===== config.mk =====
export PLATFORM = sky130hd
export DESIGN_NAME = ifetch
export DESIGN_NICKNAME = d
export VERILOG_FILES = /design/src/rtl/ifetch_pkg.sv /design/src/rtl/ifetch.sv
export SDC_FILE = /design/constraint.sdc
export NUM_CORES = 1
export LEC_CHECK = 0
export CORE_MARGIN = 2
export CORE_UTILIZATION = 26
export CTS_BUF_LIST = sky130_fd_sc_hd__clkbuf_4 sky130_fd_sc_hd__clkbuf_8
export CTS_CLUSTER_DIAMETER = 60
export DETAILED_ROUTE_END_ITERATION = 6
export GPL_TIMING_DRIVEN = 0
export PLACE_DENSITY = 0.53
export SLEW_MARGIN = 20
export SYNTH_ARGS = -nofsm -noshare
export SYNTH_HDL_FRONTEND = slang
export SYNTH_SLANG_ARGS = --single-unit

===== constraint.sdc =====
create_clock -name clk -period 2.7 [get_ports clk]
set_input_delay 0.405 -clock clk [delete_from_list [all_inputs] [get_ports clk]]
set_output_delay 0.405 -clock clk [all_outputs]
set_load 0.05 [all_outputs]

===== src/rtl/ifetch_pkg.sv =====
// Shared widths, FSM encoding and address helpers for the copperv fetch stage.
package ifetch_pkg;

  localparam int PC_WIDTH          = 32;
  localparam int INST_WIDTH        = 32;
  localparam int FETCH_STATE_WIDTH = 2;

  typedef enum logic [FETCH_STATE_WIDTH-1:0] {
    FETCH_STATE_IDLE = 2'd0,
    FETCH_STATE_ADDR = 2'd1,
    FETCH_STATE_DATA = 2'd2,
    FETCH_STATE_HOLD = 2'd3
  } fetch_state_e;

  // Fetch addresses are always word aligned; the low two bits are dropped.
  function automatic logic [PC_WIDTH-1:0] word_align(input logic [PC_WIDTH-1:0] a);
    return a & ~PC_WIDTH'(3);
  endfunction

endpackage


===== src/rtl/ifetch.sv =====
// Instruction fetch stage: one outstanding read on the instruction bus, word
// handed to the decoder with its PC, redirects from execute squash stale words.
module ifetch
  import ifetch_pkg::*;
#(
  parameter logic [PC_WIDTH-1:0] RESET_ADDR = 32'h0000_0000
) (
  input  logic                  clk,
  input  logic                  rst_n,
  output logic                  ir_addr_valid,
  input  logic                  ir_addr_ready,
  output logic [PC_WIDTH-1:0]   ir_addr,
  input  logic                  ir_data_valid,
  output logic                  ir_data_ready,
  input  logic [INST_WIDTH-1:0] ir_data,
  output logic                  inst_valid,
  input  logic                  inst_ready,
  output logic [INST_WIDTH-1:0] inst,
  output logic [PC_WIDTH-1:0]   pc,
  input  logic                  redirect_valid,
  input  logic [PC_WIDTH-1:0]   redirect_pc,
  output fetch_state_e          state_o
);

  // Every channel transfers on a rising edge where valid and ready are both 1;
  // a producer holds valid and its payload stable until that edge.
  fetch_state_e          state_q, state_d;
  logic [PC_WIDTH-1:0]   fetch_pc_q, fetch_pc_d;
  logic                  discard_q, discard_d;
  logic [PC_WIDTH-1:0]   addr_q, addr_d;
  logic                  addr_valid_q, addr_valid_d;
  logic                  data_ready_q, data_ready_d;
  logic [INST_WIDTH-1:0] inst_q, inst_d;
  logic [PC_WIDTH-1:0]   pc_q, pc_d;
  logic                  inst_valid_q, inst_valid_d;
  logic [PC_WIDTH-1:0]   redirect_target;

  assign redirect_target = word_align(redirect_pc);

  always_ff @(posedge clk or negedge rst_n) begin
    if (!rst_n) begin
      state_q      <= FETCH_STATE_IDLE;
      fetch_pc_q   <= RESET_ADDR;
      discard_q    <= 1'b0;
      addr_q       <= RESET_ADDR;
      addr_valid_q <= 1'b0;
      data_ready_q <= 1'b0;
      inst_q       <= '0;
      pc_q         <= '0;
      inst_valid_q <= 1'b0;
    end else begin
      state_q      <= state_d;
      fetch_pc_q   <= fetch_pc_d;
      discard_q    <= discard_d;
      addr_q       <= addr_d;
      addr_valid_q <= addr_valid_d;
      data_ready_q <= data_ready_d;
      inst_q       <= inst_d;
      pc_q         <= pc_d;
      inst_valid_q <= inst_valid_d;
    end
  end

  always_comb begin
    state_d      = state_q;
    fetch_pc_d   = fetch_pc_q;
    discard_d    = discard_q;
    addr_d       = addr_q;
    addr_valid_d = addr_valid_q;
    data_ready_d = data_ready_q;
    inst_d       = inst_q;
    pc_d         = pc_q;
    inst_valid_d = inst_valid_q;

    // A redirect always wins over the sequential pc+4 update below.
    if (redirect_valid) fetch_pc_d = redirect_target;

    case (state_q)
      FETCH_STATE_IDLE: begin
        state_d      = FETCH_STATE_ADDR;
        addr_valid_d = 1'b1;
        addr_d       = fetch_pc_d;
      end
      FETCH_STATE_ADDR: begin
        // The request already on the bus cannot be retracted; mark its reply stale.
        if (redirect_valid) discard_d = 1'b1;
        if (ir_addr_ready) begin
          state_d      = FETCH_STATE_DATA;
          addr_valid_d = 1'b0;
          data_ready_d = 1'b1;
        end
      end
      FETCH_STATE_DATA: begin
        if (ir_data_valid) begin
          data_ready_d = 1'b0;
          if (discard_q || redirect_valid) begin
            discard_d    = 1'b0;
            state_d      = FETCH_STATE_ADDR;
            addr_valid_d = 1'b1;
            addr_d       = fetch_pc_d;
          end else begin
            inst_d       = ir_data;
            pc_d         = addr_q;
            inst_valid_d = 1'b1;
            state_d      = FETCH_STATE_HOLD;
          end
        end else if (redirect_valid) begin
          discard_d = 1'b1;
        end
      end
      FETCH_STATE_HOLD: begin
        if (redirect_valid || inst_ready) begin
          if (!redirect_valid) fetch_pc_d = fetch_pc_q + PC_WIDTH'(4);
          inst_valid_d = 1'b0;
          state_d      = FETCH_STATE_ADDR;
          addr_valid_d = 1'b1;
          addr_d       = fetch_pc_d;
        end
      end
      default: state_d = FETCH_STATE_IDLE;
    endcase
  end

  assign ir_addr_valid = addr_valid_q;
  assign ir_addr       = addr_q;
  assign ir_data_ready = data_ready_q;
  assign inst_valid    = inst_valid_q;
  assign inst          = inst_q;
  assign pc            = pc_q;
  assign state_o       = state_q;

endmodule

==> metrics <==
Most used DFF post-synth dfrtp_1; nets 846; CTS Buf Count 17; core footprint 25300 um^2; fin cells 1112; top cells by area, synth dfrtp_1 (50%), mux2_2 (14%), xor2_1 (3.4%); Fillers 2588; most numerous cell in the Yosys netlist dfrtp_1; Area Overhead vs Synth 37.1%; final WL 20600 um; Worst Reg-to-Reg Cells 6; grt ovf 0; Cell Area, Synth 6710 um^2; Cells after DPL 1081; Critical Path Fanout Max 10; Final GP Congestion 0.872; Seq/Total Area, Yosys 0.500; final setup skew 16.7 ps; clk sinks 134; layout cells sized above 1 0.203; starting density of the core 0.266; post-route ant nets 0; Leak 3.84 nW; via count 5192; CP Cell Sequence inv_1 -> ha_1 -> a21oi_1 -> o211ai_2 -> nor2_1 -> a211oi_1; IO Port Bufs 168; Post-DP HPWL 14800 um; vias in the first global route 5212; Top delay family on crit path simple AND/OR/NAND/NOR gates; count of cell types in the netlist 57; Die ar. 27100 um^2; FFs w/ async S/R, synth 1.00; synthesis-stage register bit count 134; cells after synthesis 582; largest area contributor in the netlist dfrtp_1; number of flops mapped to enable cells by yosys 0; placed cell area 8830 um^2; r2r endpoint ir_addr[24]$_DFFE_PN0P_; startpoint types flip-flop; drt wl/cell 18.6 um; final hold vios 0; Post-CTS Setup Bufs 0; antenna violations before repair 0; fin crit period 2490 ps; Final period util 0.923; max-slew violations 0; crit-path max cell delay 820 ps; die extent in y 165 um; largest buffer count on any clock path 2; syn_nets 657; top cells by count, synth dfrtp_1 (134), mux2_2 (85), nand2_1 (38), nand3_1 (27), xor2_1 (26); CTS tree yes; H-tree levels 4; crit end category flip-flop; Syn. warnings 0; Arr. time, crit path 2760 ps; syn avg cell area 11.5 um^2; largest net degree at the start of global routing 70; clk root buf clkbuf_8; Std-Cell Rows 58; gr usage total 0.155; clock slew at reported path FFs 70 ps; max-cap violation count 0; IR drop worst, VDD 0.430 mV; final setup fails 0; register area 3350 um^2; I/O pins 171; R2R Setup Slk 210 ps; Synth top area share 0.500; # DRC 0; Clock Latency Late Sink 450 ps; Power Dens Cells 1060 nW/um^2; fin area 9200 um^2; diodes inserted 0; R2R Path Start state_o[0]$_DFFE_PN0P_; outcome completed; Worst Max-Slew Pin Slew 1020 ps; global-route wire length before repair 31300 um; Peak Freq 401 MHz; CP required 2960 ps; DR vias/cell 4.67; DRT Pass-1 Iters 5; multi-input logic area 3090 um^2; Worst slew margin 0.320; WP buf/inv 1; Die W 165 um; kind of critical path reg2reg; Critical-path top delay cell nor2_1; Tightest Hold Check Type in2async; RSZ-0062 raised after global routing false; Iteration-0 DRC Markers 261
## cells by family (layout without fill, tap and decap cells)
family	Yosys count	in the layout	share of synthesized area
AND/OR/NAND/NOR	174	174	0.149
flip-flops	134	134	0.500
multiplexers	103	103	0.170
AO/OA/AOI/OAI	69	69	0.0679
XOR/XNOR	50	50	0.0653
buffers and inverters	47	247	0.0386
adder cells (fa/ha/maj)	5	5	0.00933
## power by group
group,switching (mW),internal [mW]
logic,3.31,1.76
clock network,0.820,0.766
registers,0.448,2.64
## per-stage QoR
stage / TNS, ps / worst slack [ps] / power [mW] / hold slack [ps] / util
after floorplan: 0 / 468 / 6.35 / 109 / -
after global placement: -630330 / -4710 / 8.20 / 487 / 0.348
after detailed placement: -550 / -104 / 8.24 / 401 / 0.350
after CTS: 0 / 215 / 9.90 / 512 / 0.364
after global routing: 0 / 50.9 / 10.3 / 520 / 0.364
final: 0 / 208 / 9.75 / 492 / 0.364
## metal layers
layer / up-vias / global-route usage / routed length, um
li1: 2460 / - / -
met5: - / 0 / 0
met2: 174 / 0.241 / 9210
met3: 21 / 0.0374 / 1380
met4: 0 / 0.0470 / 268
met1: 2537 / 0.214 / 9780
## how the worst max path moves through the flow
stage / cells after the start / to / slack, ps / from
global route: 6 / ir_addr[24]$_DFFE_PN0P_ / 50 / state_o[0]$_DFFE_PN0P_
detailed placement: 6 / ir_addr[25]$_DFFE_PN0P_ / -100 / redirect_valid
CTS: 7 / pc[22]$_DFFE_PN0P_ / 210 / state_o[0]$_DFFE_PN0P_
finish: 6 / ir_addr[24]$_DFFE_PN0P_ / 210 / state_o[0]$_DFFE_PN0P_
floorplan: 6 / inst[0]$_DFFE_PN0P_ / 470 / state_o[1]$_DFFE_PN0P_
global placement: 1 / pc[3]$_DFFE_PN0P_ / -4710 / rst_n
## registers in the layout, indices dropped and copies added, names as in the netlist
name / cells
state_o: 2
ir_data_ready: 1
fetch_pc_q: 32
ir_addr: 32
inst: 32
ir_addr_valid: 1
discard_q: 1
inst_valid: 1
pc: 32
## cell usage in the layout, fill, tap and decap left out, types with 7 or more instances in the layout
cell,instances
a211oi_1,7
a21oi_1,15
and3_1,10
buf_2,15
buf_4,9
clkbuf_1,7
clkbuf_8,18
clkdlybuf4s50_1,167
dfrtp_1,134
inv_1,9
mux2_2,85
mux2i_1,18
nand2_1,38
nand2b_1,10
nand3_1,27
nand4_1,20
nor2_1,20
nor3b_1,7
o21ai_0,19
xnor2_1,24
xor2_1,26
## layout make-up
type	instances	area share
Sequential cell	134	0.365
Multi-Input combinational cell	401	0.337
Timing Repair Buffer	170	0.188
Tap cell	330	0.0449
Clock buffer	21	0.0294
Buffer	38	0.0245
Clock inverter	9	0.00884
Inverter	9	0.00367
## repair_timing
item / CTS / global route
gates resized for setup: 0 / 0
endpoints found under the hold margin: 65 / 0
hold buffers: 1 / 0
Power figures use the tool's default switching activity.
